`src/rtl/fifo_uart_tx.sv`:
```
// ---------------------------------------------------------------------------
// fifo_uart_tx
// Drain stage for the synchronous FIFO. When the FIFO is not empty, it pops
// one word and sends it as an asynchronous UART frame on a single line. The
// frame is a start bit, the data bits LSB first, an optional parity bit, and
// then the stop bit(s).
//
// Optional feature: define FIFO_UART_TX_PARITY_EN to insert a parity bit
// after the data bits. PARITY_ODD selects even (0) or odd (1) parity. In the
// default build (macro undefined) there is no parity bit and PARITY_ODD has
// no effect.
//
// Ports
//   clk         system clock, rising edge
//   reset       asynchronous, active-low reset
//   tx_enable   1 = may start new frames; 0 = finish the current frame, then idle
//   fifo_empty  FIFO Empty flag
//   fifo_data   FIFO data_out (registered, valid the cycle after a pop)
//   fifo_rd_en  single-cycle FIFO pop request
//   tx          serial line, idle high
//   busy        high from word capture to the end of the last stop bit
//   tx_done     single-cycle pulse in the last clock of the last stop bit
// ---------------------------------------------------------------------------
module fifo_uart_tx #(
  parameter int WIDTH        = 8,
  parameter int CLKS_PER_BIT = 16,
  parameter int STOP_BITS    = 1,
  parameter int PARITY_ODD   = 0
) (
  input  logic             clk,
  input  logic             reset,
  input  logic             tx_enable,
  input  logic             fifo_empty,
  input  logic [WIDTH-1:0] fifo_data,
  output logic             fifo_rd_en,
  output logic             tx,
  output logic             busy,
  output logic             tx_done
);

  localparam int BAUD_W = (CLKS_PER_BIT > 1) ? $clog2(CLKS_PER_BIT) : 1;
  localparam int BIT_W  = $clog2(WIDTH) + 1;

  localparam logic [BAUD_W-1:0] BAUD_LAST = BAUD_W'(CLKS_PER_BIT - 1);
  localparam logic [BIT_W-1:0]  DATA_LAST = BIT_W'(WIDTH - 1);
  localparam logic [BIT_W-1:0]  STOP_LAST = BIT_W'(STOP_BITS - 1);
  localparam logic              ODD       = (PARITY_ODD != 0);

  typedef enum logic [2:0] {
    IDLE,
    FETCH,
    LOAD,
    START,
    DATA,
    PARITY,
    STOP
  } state_t;

  state_t            state_q,  state_d;
  logic [BAUD_W-1:0] baud_q,   baud_d;
  logic [BIT_W-1:0]  bit_q,    bit_d;
  logic [WIDTH-1:0]  shift_q,  shift_d;
  logic              parity_q, parity_d;
  logic              rd_en_q,  rd_en_d;
  logic              tx_q,     tx_d;
  logic              busy_q,   busy_d;
  logic              done_q,   done_d;
  logic              baud_tick;

  // Next-state and datapath logic.
  // The line outputs (tx, busy, tx_done) are decoded from the current state
  // and then registered, so the line lags the FSM by exactly one clock. This
  // lag gives the three-edge start latency and the three idle clocks between
  // back-to-back frames. fifo_rd_en is decoded from the next state so that it
  // is high during the FETCH cycle itself. Then the registered FIFO data is
  // valid during LOAD, when it is captured.
  always_comb begin
    state_d   = state_q;
    baud_d    = baud_q;
    bit_d     = bit_q;
    shift_d   = shift_q;
    parity_d  = parity_q;
    rd_en_d   = 1'b0;
    done_d    = 1'b0;
    baud_tick = (baud_q == BAUD_LAST);

    case (state_q)
      IDLE: begin
        baud_d = '0;
        bit_d  = '0;
        if (tx_enable && !fifo_empty) begin
          state_d = FETCH;
          rd_en_d = 1'b1;
        end
      end

      FETCH: state_d = LOAD;

      LOAD: begin
        shift_d  = fifo_data;
        parity_d = (^fifo_data) ^ ODD;
        baud_d   = '0;
        bit_d    = '0;
        state_d  = START;
      end

      START: begin
        if (baud_tick) begin
          baud_d  = '0;
          state_d = DATA;
        end else begin
          baud_d = baud_q + BAUD_W'(1);
        end
      end

      DATA: begin
        if (baud_tick) begin
          baud_d  = '0;
          shift_d = shift_q >> 1;
          if (bit_q == DATA_LAST) begin
            bit_d = '0;
`ifdef FIFO_UART_TX_PARITY_EN
            state_d = PARITY;
`else
            state_d = STOP;
`endif
          end else begin
            bit_d = bit_q + BIT_W'(1);
          end
        end else begin
          baud_d = baud_q + BAUD_W'(1);
        end
      end

      PARITY: begin
        if (baud_tick) begin
          baud_d  = '0;
          state_d = STOP;
        end else begin
          baud_d = baud_q + BAUD_W'(1);
        end
      end

      STOP: begin
        if (baud_tick) begin
          baud_d = '0;
          if (bit_q == STOP_LAST) begin
            bit_d   = '0;
            done_d  = 1'b1;
            state_d = IDLE;
          end else begin
            bit_d = bit_q + BIT_W'(1);
          end
        end else begin
          baud_d = baud_q + BAUD_W'(1);
        end
      end

      default: state_d = IDLE;
    endcase

    case (state_q)
      START:   tx_d = 1'b0;
      DATA:    tx_d = shift_q[0];
      PARITY:  tx_d = parity_q;
      default: tx_d = 1'b1;
    endcase

    busy_d = (state_q == LOAD)  || (state_q == START) || (state_q == DATA) ||
             (state_q == PARITY) || (state_q == STOP);
  end

  // State and output registers.
  // On reset the line returns high at once. Any partly sent word is dropped,
  // and it is not popped again.
  always_ff @(posedge clk or negedge reset) begin
    if (!reset) begin
      state_q  <= IDLE;
      baud_q   <= '0;
      bit_q    <= '0;
      shift_q  <= '0;
      parity_q <= 1'b0;
      rd_en_q  <= 1'b0;
      tx_q     <= 1'b1;
      busy_q   <= 1'b0;
      done_q   <= 1'b0;
    end else begin
      state_q  <= state_d;
      baud_q   <= baud_d;
      bit_q    <= bit_d;
      shift_q  <= shift_d;
      parity_q <= parity_d;
      rd_en_q  <= rd_en_d;
      tx_q     <= tx_d;
      busy_q   <= busy_d;
      done_q   <= done_d;
    end
  end

  assign fifo_rd_en = rd_en_q;
  assign tx         = tx_q;
  assign busy       = busy_q;
  assign tx_done    = done_q;

endmodule

```
`config.mk`:
```
export PLATFORM = sky130hd
export DESIGN_NAME = fifo_uart_tx
export DESIGN_NICKNAME = d
export VERILOG_FILES = /design/src/rtl/fifo_uart_tx.sv
export SDC_FILE = /design/constraint.sdc
export NUM_CORES = 1
export LEC_CHECK = 0
export ABC_AREA = 1
export CAP_MARGIN = 25
export CELL_PAD_IN_SITES_DETAIL_PLACEMENT = 0
export CELL_PAD_IN_SITES_GLOBAL_PLACEMENT = 1
export CORE_ASPECT_RATIO = 0.5
export CORE_UTILIZATION = 40
export DETAILED_ROUTE_END_ITERATION = 10
export GPL_TIMING_DRIVEN = 0
export HOLD_SLACK_MARGIN = 0.15
export PLACE_DENSITY = 0.85
export REMOVE_ABC_BUFFERS = 1
export SLEW_MARGIN = 20
export SYNTH_ARGS = -nofsm -noshare
export SYNTH_HDL_FRONTEND = slang
export SYNTH_SLANG_ARGS = --single-unit
export TNS_END_PERCENT = 100
```
`constraint.sdc`:
```
create_clock -name clk -period 1.48 [get_ports clk]
set_input_delay 0.222 -clock clk [delete_from_list [all_inputs] [get_ports clk]]
set_output_delay 0.222 -clock clk [all_outputs]
set_load 0.05 [all_outputs]
```
==> results of run 1 <==
==> how the worst max path moves through the flow <==
stage                     cells after the start  slack [ps]          to
after global routing                          9         -40  state_q[2]
after global placement                        5         -70  shift_q[6]
final                                         9          60  state_q[1]
after CTS                                     5           8  shift_q[5]
after floorplan                               5         160  shift_q[0]
after detailed placement                      5         -90  shift_q[5]
==> state kept, by name, indices dropped and copies added (netlist names) <==
register and cells:
fifo_rd_en 1, busy 1, bit_q 4, tx_done 1
shift_q 8, state_q 3, tx 1, parity_q 1
baud_q 4
==> kinds of logic (layout without fill, tap and decap cells) <==
family                   count (synthesis)  after routing  share of synthesized area [%]
adder cells (fa/ha/maj)                  5              5                           4.43
XOR/XNOR                                 4              4                           2.48
AO/OA/AOI/OAI                           25             25                           11.2
buffers and inverters                   33             54                           10.4
AND/OR/NAND/NOR                         95             95                           28.9
flip-flops                              24             24                           42.6
==> layer usage <==
metal	global-route usage, %	vias to the layer above	part of all wire, %
li1	-	631	-
met4	6.00	0	0.86
met1	22.4	555	51
met3	3.62	4	3.0
met5	0	-	0
met2	25.9	18	45
==> per-stage QoR <==
step	std cells	utilization, %
3_5_place_dp	246	50.4
6_report	255	56.2
2_1_floorplan	182	-
4_1_cts	252	53.7
5_1_grt	255	56.2
3_3_place_gp	245	50.0
==> critical path, stage by stage (launching register included) <==
cell	delay, ps
dfrtp_2	470
inv_2	70
nand3_1	160
inv_1	90
nand2_2	90
nand2_2	90
nor2_4	170
nand2_2	80
nand2_1	60
nand2_1	50
==> area by class of cell <==
class / instances / area, µm²
clock buffer: 3 / 41.3
clock inverter: 1 / 30.0
fill: 306 / 1390
inverter: 29 / 109
multi-input combinational: 129 / 709
sequential: 24 / 606
tap: 48 / 60.1
timing repair buffer: 21 / 225
==> cell usage after synthesis, types with 2 or more instances <==
cell type  instances  area share (%)
dfrtp_1           23              41
inv_1             27             7.2
o22ai_1            2            0.89
xor2_1             2             1.2
o21ai_0           10             3.5
inv_2              2            0.53
nand3_1           16             5.7
ha_1               5             4.4
a21oi_1            2            0.71
buf_4              2             1.1
xnor2_1            2             1.2
nand2_1           61              16
nand2_2            2            0.89
o21ai_2            2             1.2
o211ai_1           8             4.3
nor2_1             9             2.4
buf_6              2             1.6
==> what timing repair did <==
action,4_1_cts,5_1_grt
gates resized for setup,8,12
buffers inserted,2,3
pin swaps,1,4
cloned,0,0
endpoints found under the setup margin,18,19
==> where the power goes <==
group | total, W | switching [W] | leakage (nW) | internal, W
clock network | 0.000580 | 0.000218 | 0.0357 | 0.000362
logic | 0.00149 | 0.000919 | 0.542 | 0.000569
registers | 0.00111 | 0.000189 | 0.302 | 0.000918
total | 0.00317 | 0.00133 | 0.880 | 0.00185
==> impl_metrics.prom, run 1 <==
# TYPE chip_impl_metric gauge
chip_impl_info{name="worst_setup_path_class",value="reg -> reg"} 1
chip_impl_metric{name="cts_htree_levels",unit=""} 1
chip_impl_metric{name="fin_setup_tns",unit="ps"} 0
chip_impl_metric{name="numCtsBuffers",unit=""} 3
chip_impl_metric{name="die_w",unit="µm"} 86.0
chip_impl_metric{name="cts.sinks",unit=""} 24
chip_impl_info{name="most_common_library_cell_in_the_layout_ignoring_fill_and_taps",value="nand2_1"} 1
chip_impl_metric{name="min_period",unit="ps"} 1420
chip_impl_metric{name="crit_path_max_fanout",unit=""} 7
chip_impl_info{name="status",value="complete, no violations"} 1
chip_impl_metric{name="synth_area",unit="mm²"} 0.00141
chip_impl_metric{name="syn_avg_cell_area",unit="µm²"} 7.59
chip_impl_metric{name="critPathRequiredTime",unit="ps"} 1650
chip_impl_info{name="worstSetupStartpointType",value="register"} 1
chip_impl_metric{name="ios",unit=""} 16
chip_impl_metric{name="worstSkewPairLatency",unit="ps"} 270
chip_impl_metric{name="fp.dieH",unit="µm"} 44
chip_impl_metric{name="synth.yosys.seq_area_share",unit="%"} 42.6
chip_impl_metric{name="max-clock-path-buffers",unit=""} 2
chip_impl_metric{name="clock_transition_at_the_register_clock_pins_on_the_worst_setup_and_hold_paths_after_cts",unit="ps"} 90
chip_impl_metric{name="worst-r2r-cell-count",unit=""} 9
chip_impl_metric{name="grt_first_pass_wirelength",unit="mm"} 4.71
chip_impl_metric{name="viasPerCell",unit=""} 4.74
chip_impl_metric{name="grt_remaining_overflow",unit=""} 0
chip_impl_info{name="cts_tree",value="done"} 1
chip_impl_metric{name="ant_nets",unit=""} 0
chip_impl_metric{name="power-per-cell-area",unit="mW/mm²"} 1780
chip_impl_metric{name="insertedDiodeCount",unit=""} 0
chip_impl_info{name="root_buffer",value="clkbuf_8"} 1
chip_impl_metric{name="nNetsFinal",unit=""} 225
chip_impl_info{name="synth_flop_cell",value="dfrtp_1"} 1
chip_impl_metric{name="maxcap_violations",unit=""} 0
chip_impl_metric{name="critPathArrivalTime",unit="ps"} 1580
chip_impl_metric{name="num_rows",unit=""} 14
chip_impl_metric{name="setup_viol",unit=""} 0
chip_impl_metric{name="reg2reg_slack",unit="ps"} 60
chip_impl_metric{name="placement.io_buffers",unit=""} 15
chip_impl_metric{name="timing.max_slew.rel_slack",unit="%"} 65.8
chip_impl_metric{name="report.final.hold_viol_count",unit=""} 0
chip_impl_metric{name="final_non_filler_cell_area",unit="mm²"} 0.00178
chip_impl_metric{name="layout-area-overhead-vs-synth",unit="%"} 26.2
chip_impl_info{name="worstHoldPathType",value="in -> async"} 1
chip_impl_info{name="rsz0062_at_grt",value="true"} 1
chip_impl_info{name="mostFrequentLayoutCells",value="nand2_1 (59), inv_1 (26), dfrtp_1 (20), nand3_1 (15), clkdlybuf4s50_1 (11)"} 1
chip_impl_metric{name="finalClockSkew",unit="ps"} 5.43
chip_impl_metric{name="initial_antenna_violation_count",unit=""} 0
chip_impl_metric{name="peakVddDrop",unit="mV"} 0.590
chip_impl_info{name="timing.critical_path.from",value="state_q[0]"} 1
chip_impl_metric{name="pin_count_of_the_biggest_net_entering_global_routing",unit=""} 16
chip_impl_metric{name="share_of_cells_above_drive_strength_1",unit="%"} 15.5
chip_impl_metric{name="route.final.wire_length",unit="mm"} 2.91
chip_impl_metric{name="async_flop_share",unit="%"} 100
chip_impl_metric{name="avgRoutedWirePerCell",unit="µm"} 11.4
chip_impl_metric{name="first_global_vias",unit=""} 1058
chip_impl_metric{name="coreArea",unit="mm²"} 0.00317
chip_impl_metric{name="slew_viol_final",unit=""} 0
chip_impl_metric{name="power",unit="W"} 0.00317
chip_impl_metric{name="synthCells",unit=""} 186
chip_impl_metric{name="synth-edff-count",unit=""} 0
chip_impl_metric{name="place.gp.congestion",unit=""} 0.768
chip_impl_metric{name="maxClockFrequency",unit="MHz"} 706
chip_impl_info{name="worst_r2r_endpoint",value="state_q[1]"} 1
chip_impl_metric{name="postSynthRegisterBits",unit=""} 24
chip_impl_metric{name="post-dp-hpwl",unit="mm"} 2.06
chip_impl_metric{name="drt_iter0_drc",unit=""} 34
chip_impl_info{name="setup.worst_path.end_class",value="register"} 1
chip_impl_metric{name="start_util",unit="%"} 44.5
chip_impl_metric{name="grt_util_all_layers",unit="%"} 16.3
chip_impl_metric{name="drt_pass1_iterations",unit=""} 4
chip_impl_metric{name="setup_slack",unit="ps"} 64.3
chip_impl_metric{name="floorplan_die_area",unit="mm²"} 0.00378
chip_impl_metric{name="fin_worst_hold_slack",unit="ps"} 283
chip_impl_metric{name="place_area",unit="mm²"} 0.00160
chip_impl_metric{name="final_min_period_over_clock_period",unit="%"} 95.7
chip_impl_metric{name="dp_slack",unit="ps"} -92.0
chip_impl_metric{name="num_vias",unit=""} 1208
chip_impl_info{name="regToRegStartpoint",value="state_q[0]"} 1
chip_impl_metric{name="synth_warnings",unit=""} 0
chip_impl_metric{name="post_cts_hold_buffer_count",unit=""} 0
chip_impl_metric{name="p_leak",unit="nW"} 0.880
chip_impl_metric{name="remaining_drc_errors",unit=""} 0
chip_impl_metric{name="yosysUniqueCellTypes",unit=""} 26
chip_impl_metric{name="tightest_slew",unit="ps"} 512
(Power assumes the default switching activity.)
==> run 2: changes to the inputs <==
- clock period: 1.48 -> 1.5 ns (I/O delays scaled with it)
==> run 2 against run 1 <==
First-iteration DRC count decreased by 24%. Die area unchanged. Register-to-register slack improved by 40 ps. Sequential power about the same. Final cell count unchanged. Hold slack improved by 5.1 ps. Power decreased by 1.6%. Combinational power about the same. Setup slack improved by 39 ps. Clock power decreased by 1%. Non-clock buffer count unchanged. Critical path type unchanged. Largest cell class unchanged.
==> impl_metrics.prom, run 2 (synthesis gave the netlist of run 1 again) <==
# TYPE chip_impl_metric gauge
chip_impl_metric{name="ios",unit=""} 16
chip_impl_info{name="regToRegStartpoint",value="bit_q[0]"} 1
chip_impl_metric{name="ant_nets",unit=""} 0
chip_impl_metric{name="pin_count_of_the_biggest_net_entering_global_routing",unit=""} 16
chip_impl_metric{name="p_leak",unit="nW"} 0.875
chip_impl_info{name="max_flop_register",value="shift_q"} 1
chip_impl_info{name="endpoint",value="state_q[1]"} 1
chip_impl_metric{name="coreArea",unit="mm²"} 0.00317
chip_impl_metric{name="max-clock-path-buffers",unit=""} 2
chip_impl_metric{name="fp.dieH",unit="µm"} 44
chip_impl_metric{name="maxClockFrequency",unit="MHz"} 716
chip_impl_metric{name="grt_first_pass_wirelength",unit="mm"} 4.71
chip_impl_info{name="timing.critical_path.from",value="bit_q[0]"} 1
chip_impl_metric{name="crit_path_max_fanout",unit=""} 4
chip_impl_info{name="status",value="complete, no violations"} 1
chip_impl_metric{name="power-per-cell-area",unit="mW/mm²"} 1760
chip_impl_metric{name="floorplan_die_area",unit="mm²"} 0.00378
chip_impl_metric{name="placement.io_buffers",unit=""} 15
chip_impl_metric{name="timing.max_slew.rel_slack",unit="%"} 65.5
chip_impl_metric{name="place.gp.congestion",unit=""} 0.768
chip_impl_metric{name="layout-area-overhead-vs-synth",unit="%"} 25.8
chip_impl_metric{name="num_rows",unit=""} 14
chip_impl_metric{name="critPathRequiredTime",unit="ps"} 1670
chip_impl_metric{name="number_of_flip_flops_under_the_largest_register_name",unit=""} 8
chip_impl_info{name="largest_regs",value="shift_q: 8 flops, baud_q: 4 flops, bit_q: 4 flops"} 1
chip_impl_metric{name="min_period",unit="ps"} 1400
chip_impl_info{name="worstHoldPathType",value="in -> async"} 1
chip_impl_metric{name="critPathArrivalTime",unit="ps"} 1560
chip_impl_metric{name="worstSkewPairLatency",unit="ps"} 270
chip_impl_metric{name="final_min_period_over_clock_period",unit="%"} 93.1
chip_impl_info{name="worst_setup_path_class",value="reg -> reg"} 1
chip_impl_metric{name="clock_transition_at_the_register_clock_pins_on_the_worst_setup_and_hold_paths_after_cts",unit="ps"} 90
chip_impl_metric{name="insertedDiodeCount",unit=""} 0
chip_impl_metric{name="tightest_slew",unit="ps"} 516
chip_impl_info{name="setup.worst_path.end_class",value="register"} 1
chip_impl_metric{name="cts_htree_levels",unit=""} 1
chip_impl_metric{name="slew_viol_final",unit=""} 0
chip_impl_metric{name="initial_antenna_violation_count",unit=""} 0
chip_impl_metric{name="setup_viol",unit=""} 0
chip_impl_metric{name="share_of_cells_above_drive_strength_1",unit="%"} 15.0
chip_impl_metric{name="viasPerCell",unit=""} 4.83
chip_impl_metric{name="die_w",unit="µm"} 86.0
chip_impl_metric{name="first_global_vias",unit=""} 1058
chip_impl_metric{name="place_area",unit="mm²"} 0.00160
chip_impl_metric{name="route.final.wire_length",unit="mm"} 2.90
chip_impl_metric{name="dp_slack",unit="ps"} -72.0
chip_impl_metric{name="drt_pass1_iterations",unit=""} 5
chip_impl_metric{name="worst-r2r-cell-count",unit=""} 9
chip_impl_metric{name="drt_iter0_drc",unit=""} 26
chip_impl_metric{name="cts.sinks",unit=""} 24
chip_impl_info{name="root_buffer",value="clkbuf_8"} 1
chip_impl_metric{name="final_non_filler_cell_area",unit="mm²"} 0.00178
chip_impl_metric{name="maxcap_violations",unit=""} 0
chip_impl_metric{name="peakVddDrop",unit="mV"} 0.589
chip_impl_metric{name="setup_slack",unit="ps"} 103
chip_impl_info{name="most_common_library_cell_in_the_layout_ignoring_fill_and_taps",value="nand2_1"} 1
chip_impl_info{name="cts_tree",value="done"} 1
chip_impl_metric{name="avgRoutedWirePerCell",unit="µm"} 11.4
chip_impl_metric{name="grt_remaining_overflow",unit=""} 0
chip_impl_metric{name="post-dp-hpwl",unit="mm"} 2.06
chip_impl_metric{name="finalClockSkew",unit="ps"} 4.81
chip_impl_info{name="worst_r2r_endpoint",value="state_q[1]"} 1
chip_impl_metric{name="nNetsFinal",unit=""} 225
chip_impl_metric{name="num_vias",unit=""} 1232
chip_impl_metric{name="numCtsBuffers",unit=""} 3
chip_impl_info{name="mostFrequentLayoutCells",value="nand2_1 (59), inv_1 (26), dfrtp_1 (20), nand3_1 (16), clkdlybuf4s50_1 (11)"} 1
chip_impl_metric{name="remaining_drc_errors",unit=""} 0
chip_impl_metric{name="reg2reg_slack",unit="ps"} 100
chip_impl_metric{name="start_util",unit="%"} 44.5
chip_impl_metric{name="report.final.hold_viol_count",unit=""} 0
chip_impl_metric{name="grt_util_all_layers",unit="%"} 16.3
chip_impl_metric{name="nFillCells",unit=""} 309
chip_impl_info{name="worstSetupStartpointType",value="register"} 1
==> run 2: worst min path at each step <==
stage,slack [ps],cells past startpoint,from,to
final,290,1,reset,state_q[1]
after global routing,320,1,reset,state_q[1]
after CTS,300,1,reset,state_q[1]
after detailed placement,470,2,parity_q,parity_q
after global placement,470,2,parity_q,parity_q
after floorplan,-70,0,reset,baud_q[0]
==> run 2: routing by layer <==
layer / part of all wire, % / GRT usage (%)
met5: 0 / 0
met4: 0.86 / 6.00
met3: 3.8 / 3.62
met2: 45 / 25.9
met1: 50 / 22.4
==> run 2: per-stage QoR <==
step / total power (W) / hold WS [ps] / setup TNS [ps] / cells / util, %
final: 0.00312 / 288 / 0 / 255 / 56.0
after detailed placement: 0.00234 / 473 / -511 / 246 / 50.4
after floorplan: 0.00199 / -70.6 / 0 / 182 / -
after global routing: 0.00338 / 322 / -15.5 / 255 / 56.0
after CTS: 0.00296 / 304 / 0 / 252 / 53.7
after global placement: 0.00229 / 468 / -1050 / 245 / 50.0
==> run 2: area by class of cell <==
| class | instances | area (µm²) | share of cell area (%) |
|---|---|---|---|
| well taps | 48 | 60.1 | 3.38 |
| inverters | 29 | 109 | 6.13 |
| multi-input cells | 129 | 704 | 39.7 |
| clock buffers | 3 | 41.3 | 2.33 |
| clock inverters | 1 | 30.0 | 1.69 |
| repair buffers | 21 | 225 | 12.7 |
| flip-flops and latches | 24 | 606 | 34.1 |
==> run 2: critical path, stage by stage, from the launching register on <==
cell	delay, ps
dfrtp_1	410
inv_2	80
ha_1	140
nand3_1	120
nand2_2	110
nand2_2	90
nor2_4	170
nand2_2	80
nand2_1	60
nand2_1	50
==> run 2: where the power goes <==
part	total (W)	switching (W)	internal, W	leakage (nW)
Combinational	0.00146	0.000905	0.000557	0.536
Clock	0.000572	0.000215	0.000357	0.0357
Sequential	0.00109	0.000183	0.000906	0.302
==> run 2: what timing repair did <==
action	CTS	global route
hold buffers	0	0
buffers inserted	2	3
gates cloned	0	0
pin swaps	1	3
endpoints found under the setup margin	15	16
gates resized for setup	8	11
